File: config.mk
export PLATFORM = sky130hd
export DESIGN_NAME = cpu_execution_unit
export DESIGN_NICKNAME = d
export VERILOG_FILES = /design/src/rtl/cpu_pkg.sv /design/src/rtl/reg_file.sv /design/src/rtl/cpu_execution_unit.sv
export SDC_FILE = /design/constraint.sdc
export NUM_CORES = 1
export LEC_CHECK = 0
export CORE_UTILIZATION = 26
export DETAILED_ROUTE_END_ITERATION = 16
export PLACE_DENSITY = 0.45
export SYNTH_ARGS = -nofsm -noshare
export SYNTH_HDL_FRONTEND = slang
export SYNTH_SLANG_ARGS = --single-unit
File: constraint.sdc
create_clock -name clk -period 11.45 [get_ports clk]
set_input_delay 2.29 -clock clk [delete_from_list [all_inputs] [get_ports clk]]
set_output_delay 2.29 -clock clk [all_outputs]
set_load 0.005 [all_outputs]
File: src/rtl/cpu_pkg.sv
// Shared definitions for the 301 processor datapath: widths and ALU opcodes.
package cpu_pkg;

   localparam int CPU_DW = 16;   // processor data width
   localparam int CPU_AW = 3;    // register-address width

   localparam logic [3:0] ALU_PASS_R = 4'h0;
   localparam logic [3:0] ALU_PASS_S = 4'h1;
   localparam logic [3:0] ALU_ADD    = 4'h2;
   localparam logic [3:0] ALU_SUB    = 4'h3;
   localparam logic [3:0] ALU_INC    = 4'h4;
   localparam logic [3:0] ALU_DEC    = 4'h5;
   localparam logic [3:0] ALU_SHL    = 4'h6;
   localparam logic [3:0] ALU_SHR    = 4'h7;
   localparam logic [3:0] ALU_AND    = 4'h8;
   localparam logic [3:0] ALU_OR     = 4'h9;
   localparam logic [3:0] ALU_XOR    = 4'hA;
   localparam logic [3:0] ALU_NOT    = 4'hB;

endpackage

File: src/rtl/reg_file.sv
// Register file: NREG x DW, asynchronous clear, one synchronous write port,
// two combinational read ports with no write-to-read bypass.
module reg_file
   import cpu_pkg::*;
#(
   parameter int DW   = CPU_DW,
   parameter int NREG = 8,
   parameter int AW   = CPU_AW
) (
   input  logic          clk,
   input  logic          reset,
   input  logic          we,
   input  logic [AW-1:0] waddr,
   input  logic [DW-1:0] wdata,
   input  logic [AW-1:0] raddr_a,
   input  logic [AW-1:0] raddr_b,
   output logic [DW-1:0] rdata_a,
   output logic [DW-1:0] rdata_b
);

   logic [DW-1:0] regs [NREG];

   // Storage: reset clears every register at once; otherwise write on the edge.
   always_ff @(posedge clk or posedge reset) begin
      if (reset) begin
         for (int i = 0; i < NREG; i++) begin
            regs[i] <= '0;
         end
      end else if (we) begin
         regs[waddr] <= wdata;
      end
   end

   // Both read ports see the stored value; a same-cycle write lands at the edge.
   always_comb begin
      rdata_a = regs[raddr_a];
      rdata_b = regs[raddr_b];
   end

endmodule

File: src/rtl/cpu_execution_unit.sv
// Execution unit: register file, S-operand mux and a 16-bit ALU with
// combinational N/Z/C flags. Flag capture is left to the control unit.
module cpu_execution_unit
   import cpu_pkg::*;
#(
   parameter int DW   = CPU_DW,
   parameter int NREG = 8
) (
   input  logic              clk,
   input  logic              reset,
   input  logic [CPU_AW-1:0] W_Adr,
   input  logic [CPU_AW-1:0] R_Adr,
   input  logic [CPU_AW-1:0] S_Adr,
   input  logic              s_sel,
   input  logic              rw_en,
   input  logic [3:0]        alu_op,
   input  logic [DW-1:0]     DS,
   output logic [DW-1:0]     Reg_Out,
   output logic [DW-1:0]     Alu_Out,
   output logic              N,
   output logic              Z,
   output logic              C
);

   logic [DW-1:0] r_val;
   logic [DW-1:0] rf_s_val;
   logic [DW-1:0] s_val;
   logic [DW:0]   wide;   // bit DW carries carry/borrow/shift-out

   reg_file #(.DW(DW), .NREG(NREG), .AW(CPU_AW)) u_reg_file (
      .clk     (clk),
      .reset   (reset),
      .we      (rw_en),
      .waddr   (W_Adr),
      .wdata   (Alu_Out),
      .raddr_a (R_Adr),
      .raddr_b (S_Adr),
      .rdata_a (r_val),
      .rdata_b (rf_s_val)
   );

   // S operand comes from memory data when s_sel is set, else from the file.
   always_comb begin
      s_val = s_sel ? DS : rf_s_val;
   end

   // ALU evaluated at DW+1 bits so the top bit is the carry/borrow flag.
   always_comb begin
      wide = '0;
      case (alu_op)
         ALU_PASS_R: wide = {1'b0, r_val};
         ALU_PASS_S: wide = {1'b0, s_val};
         ALU_ADD:    wide = {1'b0, r_val} + {1'b0, s_val};
         ALU_SUB:    wide = {1'b0, r_val} - {1'b0, s_val};
         ALU_INC:    wide = {1'b0, s_val} + {{DW{1'b0}}, 1'b1};
         ALU_DEC:    wide = {1'b0, s_val} - {{DW{1'b0}}, 1'b1};
         ALU_SHL:    wide = {s_val, 1'b0};
         ALU_SHR:    wide = {s_val[0], 1'b0, s_val[DW-1:1]};
         ALU_AND:    wide = {1'b0, r_val & s_val};
         ALU_OR:     wide = {1'b0, r_val | s_val};
         ALU_XOR:    wide = {1'b0, r_val ^ s_val};
         ALU_NOT:    wide = {1'b0, ~s_val};
         default:    wide = '0;
      endcase
   end

   // Outputs and flags are pure functions of the inputs and register state.
   always_comb begin
      Reg_Out = r_val;
      Alu_Out = wide[DW-1:0];
      C       = wide[DW];
      N       = wide[DW-1];
      Z       = ~|wide[DW-1:0];
   end

endmodule

==> impl_metrics.ini <==
[status]
status = complete, no violations

[yosys]
syn-cell-area_um2 = 10810
synth_edf_count = 0
synthSimpleGateAreaFrac_pct = 16.58
seq_area_frac_synth_pct = 29.64
synth_compound_area_share_pct = 20.36
synth_top_family_by_area = compound AO/OA/AOI/OAI gates
synth_xor_area_share_pct = 3.079
synth_area_leader_cell = dfrtp_1
synth_top_area_share_pct = 29.64
yosysWarningCount = 0
synth_fa_ha_area_share_pct = 7.895
synth-seq-cells = 128
yosys-top-cells-area = dfrtp_1 (30%), mux4_2 (11%), ha_1 (7.5%), o21ai_0 (5.7%), nand2_1 (4.9%)
synth.area.mux_share_pct = 16.72
synthArstFlopShare_pct = 100.0
ys.flop_type = dfrtp_1
syn-instance-count = 1208
synth.avg_cell_area_um2 = 8.947
synthesis.nets = 1308
synth_cell_type_count = 88

[clock_tree]
cts_setup_buffers = 0
root_buffer = clkbuf_16
cts_buffers = 17
h-tree-depth = 4
clock_sinks = 128
cts.path.max_buffers = 2
clk_latency_ns = 0.42
cts_hold_buf = 0
clkSlewWorstSetupHoldPaths_ns = 0.06
cts_tree = done
post_cts_resized = 0

[timing]
finalCriticalPeriod_ns = 10.50
setup_viol = 0
setup_tns_ns = 0
max_freq_ghz = 0.09527
hold_viol_final = 0
period_share_pct = 91.67
slew_headroom_pct = 33.50
tightestPinTransition_ns = 0.9698
fin_skew_ns = 0.009569
rsz0062_at_grt = false
drv_slew = 0

[hold_path]
whs_path_depth = 2
hp-class = reg -> reg

[worst_setup_path]
cp.required_ns = 9.16
crit_path_end_kind = output pin
crit_fanout = 14
arrival_ns = 8.21
path_class = in -> out
rr_worst_depth = 17
critical_path.startpoint_type = primary input

[floorplan]
die_w_um = 205.9
die_h_um = 205.9
dieArea_um2 = 42390
coreArea_um2 = 40920
start_util_pct = 26.41
placementRows = 74
io_pins = 68

[detailed_routing]
post-route-drc-count = 0
drt-initial-drc-count = 922
routed_wl_um = 41300
first_pass_iters = 5
wl_per_cell_um = 22.86
vias = 9719
detail-route-antenna-nets = 0
via_per_inst = 5.379

[layout]
layout_common_cells = nand2_1 (140), dfrtp_1 (128), o21ai_0 (123)
largest_register_ffs = 128
max_flop_register = u_reg_file.regs
final_layout_size_suffix_gt1_share_pct = 14.75
reg_top3 = u_reg_file.regs: 128 flops
antenna_cells = 0
mostFrequentLayoutCell = nand2_1
fin_nets = 1362
area_growth_pct = 17.93

[pwr]
p_per_area_nw_per_um2 = 231.4
p_leak_uw = 0.005310
p_total_uw = 2950
vdd.ir_drop.worst_uv = 107.5

[place]
hpwl_um = 30470
globalplace.congestion = 0.9502
portBuffers = 67

[global_route]
antenna_found_initial = 0
grt_pass1_vias = 9626
grt_max_degree = 54
grt_use_total_pct = 19.87
grt_pass1_wl_um = 62340
overflow = 0

[job]
max_cap_violations = 0
-- layer usage --
layer  part of all wire, %  GRT usage, %  wire (um)  vias up
met5                     0             0          0        -
met4                   1.1         4.123        438        0
met2                    46         31.55      19040      362
met1                    47         28.78      19280     4807
li1                      -             -          -     4521
met3                   6.2         2.428       2542       29
-- synth_stat cells (6+ instances only) --
master    number
nand2_1      140
dfrtp_1      128
o21ai_0      123
nor2_1       118
a21oi_1       93
ha_1          65
inv_1         62
mux4_2        55
clkbuf_1      44
mux2i_1       37
xnor2_1       28
a22oi_1       16
buf_2         15
nand3_1       14
nor2b_1       14
o22ai_1       14
nor3_1        12
o221ai_1      11
a211oi_1      10
xor2_1        10
buf_1          9
nand2b_1       9
nor3b_1        9
a21o_1         8
nand4_1        8
a221oi_1       7
a31oi_1        7
nand4b_1       6
or2_2          6
-- per-stage QoR --
| stage | setup slack, ns | instances | area, um2 | utilization, % | hold WS [ns] |
|---|---|---|---|---|---|
| 6_report | 0.9538 | 1807 | 12750 | 31.15 | 0.4965 |
| 5_1_grt | 0.3815 | 1807 | 12750 | 31.15 | 0.5260 |
| 4_1_cts | 0.8744 | 1807 | 12750 | 31.15 | 0.5045 |
| 3_5_place_dp | 0.8947 | 1775 | 12140 | 29.67 | 0.4900 |
| 3_3_place_gp | 0.9604 | 1775 | 12140 | 29.67 | 0.4844 |
| 2_1_floorplan | 2.669 | 1208 | 10810 | - | 0.4583 |
-- worst max-delay path, cell delays in order --
cell             delay (ns)
clkdlybuf4s50_1        0.83
inv_2                  0.39
o21ai_2                0.54
ha_1                   0.31
nand4_1                0.34
nor3_1                 0.31
xnor2_1                0.15
o21ai_0                0.11
ha_1                   0.44
a21o_1                 0.26
a41o_1                 0.22
a21oi_1                0.22
xnor2_1                0.12
a221oi_2               0.28
buf_4                  0.22
nand4_1                0.10
nor4_1                 0.25
and4_1                 0.29
clkdlybuf4s50_1        0.52
-- where the power goes --
part           internal (uW)  switching, uW  total [uW]  leakage, uW
clock network            336            216         552     0.000292
registers                620            132         752      0.00155
logic                    701            945        1650      0.00347
-- final cells by class --
type	instances	area [um2]
clock buffer	19	452.9
clock inverter	13	150.1
fill	4349	28180
inverter	67	254.0
multi-input combinational	935	7017
sequential	128	3203
tap	532	665.6
timing repair buffer	113	1003
-- final timing paths --
kind / from / endpoint / slack (ns)
worst max-delay path: R_Adr[1] / Z / 0.95
worst min-delay path: u_reg_file.regs[1]$_DFFE_PP0P_ / u_reg_file.regs[1]$_DFFE_PP0P_ / 0.50
worst max register to register: u_reg_file.regs[112]$_DFFE_PP0P_ / u_reg_file.regs[30]$_DFFE_PP0P_ / 6.51
worst min register to register: u_reg_file.regs[1]$_DFFE_PP0P_ / u_reg_file.regs[1]$_DFFE_PP0P_ / 0.50
max in group asynchronous: reset / u_reg_file.regs[18]$_DFFE_PP0P_ / 7.56
min in group asynchronous: reset / u_reg_file.regs[99]$_DFFE_PP0P_ / 2.22
-- cell families after synthesis --
kind of cell | count (synthesis)
and+or+nand+nor | 376
AOI/OAI and AO/OA | 350
buffers and inverters | 145
DFF | 128
muxes | 104
adders and majority gates | 67
xor gates and xnor gates | 38
Power figures use the tool's default switching activity.
